### src/rtl/clusterv_sram_initiator_if.sv
// Command and response streams between a test master and the SRAM initiator.
// The master drives commands and consumes responses; the slave is the engine.
interface clusterv_sram_initiator_if #(
  parameter int DAT_WIDTH = 32,
  parameter int ADR_WIDTH = 10
);
  logic                   cmd_valid;
  logic                   cmd_ready;
  logic                   cmd_we;
  logic [ADR_WIDTH-1:0]   cmd_adr;
  logic [DAT_WIDTH/8-1:0] cmd_sel;
  logic [DAT_WIDTH-1:0]   cmd_dat;
  logic                   rsp_valid;
  logic                   rsp_ready;
  logic [DAT_WIDTH-1:0]   rsp_dat;

  modport master (
    output cmd_valid, cmd_we, cmd_adr, cmd_sel, cmd_dat, rsp_ready,
    input  cmd_ready, rsp_valid, rsp_dat
  );

  modport slave (
    input  cmd_valid, cmd_we, cmd_adr, cmd_sel, cmd_dat, rsp_ready,
    output cmd_ready, rsp_valid, rsp_dat
  );
endinterface

### src/rtl/clusterv_sram_initiator.sv
// SRAM initiator: one access per cycle onto a byte-enable SRAM port, read data
// captured after the fixed 1-cycle latency and returned in order via a credit-guarded FIFO.
module clusterv_sram_initiator #(
  parameter int DAT_WIDTH = 32,
  parameter int ADR_WIDTH = 10,
  parameter int RSP_DEPTH = 4
) (
  input  logic                   clock,
  input  logic                   reset,
  clusterv_sram_initiator_if.slave bus,
  output logic [ADR_WIDTH-1:0]   i_addr,
  output logic                   i_write_en,
  output logic [DAT_WIDTH/8-1:0] i_byte_en,
  output logic [DAT_WIDTH-1:0]   i_write_data,
  input  logic [DAT_WIDTH-1:0]   i_read_data,
  output logic                   idle
);

  localparam int SEL_W = DAT_WIDTH / 8;
  localparam int PTR_W = (RSP_DEPTH > 1) ? $clog2(RSP_DEPTH) : 1;
  localparam int CNT_W = $clog2(RSP_DEPTH + 1);

  typedef logic [PTR_W-1:0] ptr_t;
  typedef logic [CNT_W-1:0] cnt_t;
  typedef logic [CNT_W:0]   occ_t;

  // Issue stage (S1) doubles as the registered SRAM port.
  logic                 started_q;
  logic                 s1_valid_q, s1_rd_q;
  logic                 s2_valid_q, s2_rd_q;
  logic [ADR_WIDTH-1:0] addr_q;
  logic                 wen_q;
  logic [SEL_W-1:0]     ben_q;
  logic [DAT_WIDTH-1:0] wdata_q;

  logic [DAT_WIDTH-1:0] fifo_q [RSP_DEPTH];
  ptr_t                 wr_ptr_q, wr_ptr_d;
  ptr_t                 rd_ptr_q, rd_ptr_d;
  cnt_t                 count_q, count_d;

  logic occ_ok;
  occ_t occ;
  logic accept, push, pop, fifo_empty;

  function automatic ptr_t ptr_inc(input ptr_t p);
    return (p == ptr_t'(RSP_DEPTH - 1)) ? '0 : p + ptr_t'(1);
  endfunction

  // Credits cover every read that may still land in the FIFO, so a push can
  // never find it full; rsp_ready deliberately does not feed cmd_ready.
  assign occ    = occ_t'(count_q) + occ_t'(s1_rd_q) + occ_t'(s2_rd_q);
  assign occ_ok = (occ < occ_t'(RSP_DEPTH));

  assign fifo_empty    = (count_q == '0);
  assign bus.cmd_ready = started_q && occ_ok;
  assign bus.rsp_valid = !fifo_empty;
  assign bus.rsp_dat   = fifo_empty ? '0 : fifo_q[rd_ptr_q];

  assign accept = bus.cmd_valid && bus.cmd_ready;
  assign push   = s2_rd_q;
  assign pop    = bus.rsp_valid && bus.rsp_ready;

  assign i_addr       = addr_q;
  assign i_write_en   = wen_q;
  assign i_byte_en    = ben_q;
  assign i_write_data = wdata_q;
  assign idle         = !s1_valid_q && !s2_valid_q && fifo_empty;

  always_comb begin
    wr_ptr_d = push ? ptr_inc(wr_ptr_q) : wr_ptr_q;
    rd_ptr_d = pop  ? ptr_inc(rd_ptr_q) : rd_ptr_q;
    count_d  = count_q;
    if (push && !pop) begin
      count_d = count_q + cnt_t'(1);
    end else if (!push && pop) begin
      count_d = count_q - cnt_t'(1);
    end
  end

  // NOTE: state uses non-blocking assignments so every flop samples pre-edge
  // values; reset is asynchronous so the SRAM strobe drops the instant it asserts.
  always_ff @(posedge clock or posedge reset) begin
    if (reset) begin
      started_q  <= 1'b0;
      s1_valid_q <= 1'b0;
      s1_rd_q    <= 1'b0;
      s2_valid_q <= 1'b0;
      s2_rd_q    <= 1'b0;
      addr_q     <= '0;
      wen_q      <= 1'b0;
      ben_q      <= '0;
      wdata_q    <= '0;
      wr_ptr_q   <= '0;
      rd_ptr_q   <= '0;
      count_q    <= '0;
    end else begin
      started_q  <= 1'b1;
      s1_valid_q <= accept;
      s1_rd_q    <= accept && !bus.cmd_we;
      s2_valid_q <= s1_valid_q;
      s2_rd_q    <= s1_rd_q;
      wen_q      <= accept && bus.cmd_we;
      ben_q      <= (accept && bus.cmd_we) ? bus.cmd_sel : '0;
      if (accept) begin
        addr_q  <= bus.cmd_adr;
        wdata_q <= bus.cmd_dat;
      end
      wr_ptr_q <= wr_ptr_d;
      rd_ptr_q <= rd_ptr_d;
      count_q  <= count_d;
    end
  end

  // NOTE: FIFO storage is not reset; rsp_dat is masked to zero while empty,
  // so stale entries are never visible.
  always_ff @(posedge clock) begin
    if (push) begin
      fifo_q[wr_ptr_q] <= i_read_data;
    end
  end

  overflow_a: assert property (@(posedge clock) disable iff (reset)
    !(push && !pop && (count_q == cnt_t'(RSP_DEPTH))));

endmodule

### src/flat_wrapper.sv
// flat-port wrapper written by rule: the top's interface ports become plain ports
module clusterv_sram_initiator_flat 
#(
  parameter int DAT_WIDTH = 32,
  parameter int ADR_WIDTH = 10,
  parameter int RSP_DEPTH = 4
)
  (clock, reset, i_addr, i_write_en, i_byte_en, i_write_data, i_read_data, idle, bus_cmd_valid, bus_cmd_we, bus_cmd_adr, bus_cmd_sel, bus_cmd_dat, bus_rsp_ready, bus_cmd_ready, bus_rsp_valid, bus_rsp_dat);
  clusterv_sram_initiator_if #(.DAT_WIDTH(DAT_WIDTH), .ADR_WIDTH(ADR_WIDTH)) bus_i ();
  input  logic clock;
  input  logic reset;
  output logic [ADR_WIDTH-1:0] i_addr;
  output logic i_write_en;
  output logic [DAT_WIDTH/8-1:0] i_byte_en;
  output logic [DAT_WIDTH-1:0] i_write_data;
  input  logic [DAT_WIDTH-1:0] i_read_data;
  output logic idle;
  input wire logic [$bits(bus_i.cmd_valid)-1:0] bus_cmd_valid;
  input wire logic [$bits(bus_i.cmd_we)-1:0] bus_cmd_we;
  input wire logic [$bits(bus_i.cmd_adr)-1:0] bus_cmd_adr;
  input wire logic [$bits(bus_i.cmd_sel)-1:0] bus_cmd_sel;
  input wire logic [$bits(bus_i.cmd_dat)-1:0] bus_cmd_dat;
  input wire logic [$bits(bus_i.rsp_ready)-1:0] bus_rsp_ready;
  output wire logic [$bits(bus_i.cmd_ready)-1:0] bus_cmd_ready;
  output wire logic [$bits(bus_i.rsp_valid)-1:0] bus_rsp_valid;
  output wire logic [$bits(bus_i.rsp_dat)-1:0] bus_rsp_dat;
  assign bus_i.cmd_valid = bus_cmd_valid;
  assign bus_i.cmd_we = bus_cmd_we;
  assign bus_i.cmd_adr = bus_cmd_adr;
  assign bus_i.cmd_sel = bus_cmd_sel;
  assign bus_i.cmd_dat = bus_cmd_dat;
  assign bus_i.rsp_ready = bus_rsp_ready;
  assign bus_cmd_ready = bus_i.cmd_ready;
  assign bus_rsp_valid = bus_i.rsp_valid;
  assign bus_rsp_dat = bus_i.rsp_dat;
  clusterv_sram_initiator #(.DAT_WIDTH(DAT_WIDTH), .ADR_WIDTH(ADR_WIDTH), .RSP_DEPTH(RSP_DEPTH)) u_core (.clock(clock), .reset(reset), .bus(bus_i), .i_addr(i_addr), .i_write_en(i_write_en), .i_byte_en(i_byte_en), .i_write_data(i_write_data), .i_read_data(i_read_data), .idle(idle));
endmodule
### config.mk
export PLATFORM = sky130hd
export DESIGN_NAME = clusterv_sram_initiator_flat
export DESIGN_NICKNAME = d
export VERILOG_FILES = /design/src/rtl/clusterv_sram_initiator_if.sv /design/src/rtl/clusterv_sram_initiator.sv /design/src/flat_wrapper.sv
export SDC_FILE = /design/constraint.sdc
export NUM_CORES = 1
export LEC_CHECK = 0
export ABC_AREA = 1
export CAP_MARGIN = 20
export CORE_MARGIN = 5
export CORE_UTILIZATION = 40
export CTS_CLUSTER_DIAMETER = 50
export CTS_CLUSTER_SIZE = 30
export DETAILED_ROUTE_END_ITERATION = 6
export DONT_BUFFER_PORTS = 1
export PLACE_DENSITY = 0.56
export SLEW_MARGIN = 40
export SYNTH_ARGS = -nofsm -noshare
export SYNTH_HDL_FRONTEND = slang
export SYNTH_SLANG_ARGS = --single-unit
export TNS_END_PERCENT = 10
### constraint.sdc
create_clock -name clock -period 2.4 [get_ports clock]
set_input_delay 0.48 -clock clock [delete_from_list [all_inputs] [get_ports clock]]
set_output_delay 0.48 -clock clock [all_outputs]
set_load 0.05 [all_outputs]
==> metrics.md <==
| Metric | Value |
|---|---|
| Most numerous cell on the critical path | `nand2_1` |
| Diodes inserted | `0` |
| Worst Path Max Fanout | `43` |
| Max-cap violations | `0` |
| Synth Instances | `676` |
| Post-CTS Setup Bufs | `0` |
| Synth top area cells | `edfxtp_1 (51%), dfrtp_1 (20%), nand2_1 (11%), nor2_1 (3.6%), nand4_1 (3.6%)` |
| Worst-skew pair later-pin latency | `430 ps` |
| Nets | `798` |
| Detail Placement HPWL | `10700 um` |
| Wirelength per Cell | `17.2 um` |
| Worst slew pin tran | `605 ps` |
| Initial core utilization | `40.4%` |
| Initial DRC count | `202` |
| Initial antenna violation count | `0` |
| Final setup viols | `0` |
| Share of the synthesized area in the top cell type | `51.0%` |
| Fin crit share | `95.7%` |
| Placed instance area | `8090 um^2` |
| Leakage | `0.00359 uW` |
| Worst Hold Class | `primary input to register` |
| Die height | `147 um` |
| Syn Nets | `767` |
| Unrepaired setup endpoints after global routing | `true` |
| First-pass GRT wire length | `26200 um` |
| CTS tree | `done` |
| Final wirelength | `16400 um` |
| FF+latch count, synth | `187` |
| Kind of critical path | `register to primary output` |
| Crit. End Element | `primary output` |
| Maximum number of pins on one net before global-route repair | `45` |
| Port Buffer Count | `0` |
| CTS sink count | `187` |
| Seq/Total Area, Yosys | `70.6%` |
| Cells after DPL | `921` |
| GRT Total Usage | `15.4%` |
| TritonCTS buffer count | `17` |
| YS warnings | `0` |
| Router iterations before antenna repair | `4` |
| CP Cell Sequence | `inv_2 > buf_12 > nand2_1 > nand2_1 > nand2_1 > a21oi_1 > buf_4` |
| # fillers | `1692` |
| Residual DRC | `0` |
| Row count | `50` |
| Layout cells sized above 1 | `13.3%` |
| Core ar. | `18600 um^2` |
| Fmax | `435 MHz` |
| Power, Total | `13100 uW` |
| Final Hold Vio Count | `0` |
| Kind of start point of the critical path | `register` |
| Clk pin slew, worst setup/hold paths | `70 ps` |
| Worst ir drop on vdd | `0.796 mV` |
| Largest area contributor in the netlist | `edfxtp_1` |
| Post-Layout Inst Area | `8710 um^2` |
| Post-synthesis area per instance | `11.1 um^2` |
| CP max-delay cell | `dfrtp_2` |
| Ports | `165` |
| H-tree depth | `4` |
| Final Critical Period | `2300 ps` |
| Vias in the first global route | `4893` |
| Delay of the slowest cell on the worst path | `430 ps` |
| Clock tree root buffer cell | `clkbuf_16` |
| Final Non-Filler Cells | `954` |
| Die X | `147 um` |
| Final antenna-violating net count | `0` |
| WP data arrival | `1820 ps` |
| Via count | `4833` |
| Yosys cell types | `26` |
| Area growth syn-to-layout | `15.6%` |
| Setup TNS | `0 ps` |
| Power Density | `1510 nW/um^2` |
| GP Congestion | `0.760` |
| Die area | `21700 um^2` |
| Fin Hold WS | `114 ps` |
| Synthesized cell area | `7540 um^2` |
| WP data required | `1920 ps` |
| CTS Buffer Depth | `2` |
| Status | `finished, final reports clean` |
| Max Slew Vio Count | `0` |
| Grt total ovfl | `0` |
| Via/cell ratio | `5.07` |
| Setup Skew | `13.9 ps` |
| Max transition margin | `59.4%` |
[power breakdown]
part           internal, uW  total (uW)  switching, uW
combinational          1420        4740           3320
clock                  1550        2770           1220
sequential             3940        5620           1680
total                  6910       13100           6210
[sequential cells by signal, indices dropped and copies added, names as in the netlist]
name                 flops
u_core.s2_valid_q        1
u_core.i_byte_en         4
u_core.count_q           3
u_core.i_addr           10
u_core.started_q         1
u_core.fifo_q          128
u_core.s1_valid_q        1
u_core.wr_ptr_q          2
u_core.i_write_data     32
u_core.s1_rd_q           1
u_core.rd_ptr_q          2
u_core.push              1
u_core.i_write_en        1
[cells in the final DEF (no fill, tap or decap)]
cell type      count
o21ai_1            6
fa_1               1
xor2_1             1
buf_4             42
buf_6              3
conb_1             1
o21ai_0           28
nor2_4             1
clkbuf_16         17
dfrtp_1           57
inv_2              5
a21oi_1           33
nand2_1          224
clkinvlp_4         3
clkinv_2           1
mux2_2             1
nand3b_1           1
nor3_2             1
bufinv_16          2
inv_8              1
buf_12             7
nand4_1           43
inv_6              3
clkinv_1           6
nor2_1            73
clkinv_8           1
dlygate4sd3_1      1
clkinv_4           2
nand2_2            1
ha_1               7
nand3_2            1
edfxtp_1         128
inv_1             13
xnor2_1            1
a21oi_2            2
dfrtp_2            2
[synth_stat cells]
| library cell | n |
|---|---|
| a21oi_1 | 35 |
| buf_2 | 28 |
| buf_4 | 5 |
| buf_6 | 2 |
| clkbuf_1 | 5 |
| clkbuf_2 | 1 |
| conb_1 | 1 |
| dfrtp_1 | 59 |
| edfxtp_1 | 128 |
| fa_1 | 1 |
| ha_1 | 7 |
| inv_1 | 19 |
| inv_2 | 3 |
| mux2_2 | 1 |
| nand2_1 | 224 |
| nand2_2 | 1 |
| nand3_2 | 1 |
| nand3b_1 | 1 |
| nand4_1 | 43 |
| nor2_1 | 73 |
| nor2_4 | 1 |
| nor3_1 | 1 |
| o21ai_0 | 28 |
| o21ai_1 | 6 |
| xnor2_1 | 1 |
| xor2_1 | 1 |
[worst paths after layout]
kind                                    start                       to  slack [ps]  depth (start not counted)
max                        u_core.rd_ptr_q[0]          bus_rsp_dat[22]         100                          7
max reg2reg                 u_core.count_q[1]        u_core.count_q[1]         490                          7
min reg2reg                 u_core.s1_valid_q        u_core.s2_valid_q         390                          0
max in group asynchronous               reset  u_core.i_write_data[27]        1190                          3
min in group asynchronous               reset         u_core.i_addr[5]         500                          2
min                                bus_cmd_we           u_core.s1_rd_q         110                          1
[per-layer routing]
layer | routed length (um) | part of all wire, % | GRT usage (%) | up-vias
li1 | - | - | - | 2345
met1 | 6650 | 41 | 17.5 | 2321
met2 | 8090 | 49 | 26.3 | 151
met3 | 1490 | 9.1 | 6.54 | 16
met4 | 165 | 1.0 | 5.13 | 0
met5 | 0 | 0 | 0 | -
[layout make-up]
class	count	area, um^2	share of cell area (%)
clock inverter	15	166	1.91
multi-input combinational	426	1920	22.1
timing repair buffer	53	499	5.73
inverter	22	82.6	0.948
clock buffer	17	425	4.88
sequential	187	5320	61.1
tap	234	293	3.36
[per-stage QoR]
step           util, %  worst slack, ps
2_1_floorplan        -             1.83
3_3_place_gp      43.4              495
4_1_cts           46.6             7.38
5_1_grt           46.7            -31.4
3_5_place_dp      43.4              479
6_report          46.7              103
[worst max-delay path: cells and delay by family, from the launching register on]
family | cells | cell delay [ps]
AO/OA/AOI/OAI | 1 | 240
flip-flops | 1 | 430
buffers and inverters | 3 | 560
AND/OR/NAND/NOR | 3 | 170
[cell families (layout without fill, tap and decap cells)]
| family | count (synthesis) | count (layout) | share of synthesized area, % |
|---|---|---|---|
| simple gates | 345 | 345 | 18.9 |
| flops | 187 | 187 | 70.6 |
| xor+xnor | 2 | 2 | 0.232 |
| other cells | 1 | 1 | 0.0498 |
| compound gates | 69 | 69 | 4.58 |
| mux | 1 | 1 | 0.149 |
| fa+ha+maj | 8 | 8 | 1.43 |
| buf+inv | 63 | 107 | 4.07 |
[timing repair]
item	in CTS	in global routing
hold endpoints to repair	18	0
gates resized for setup	0	6
hold buffers	1	0
setup endpoints to repair	0	20
Power figures use the tool's default switching activity.
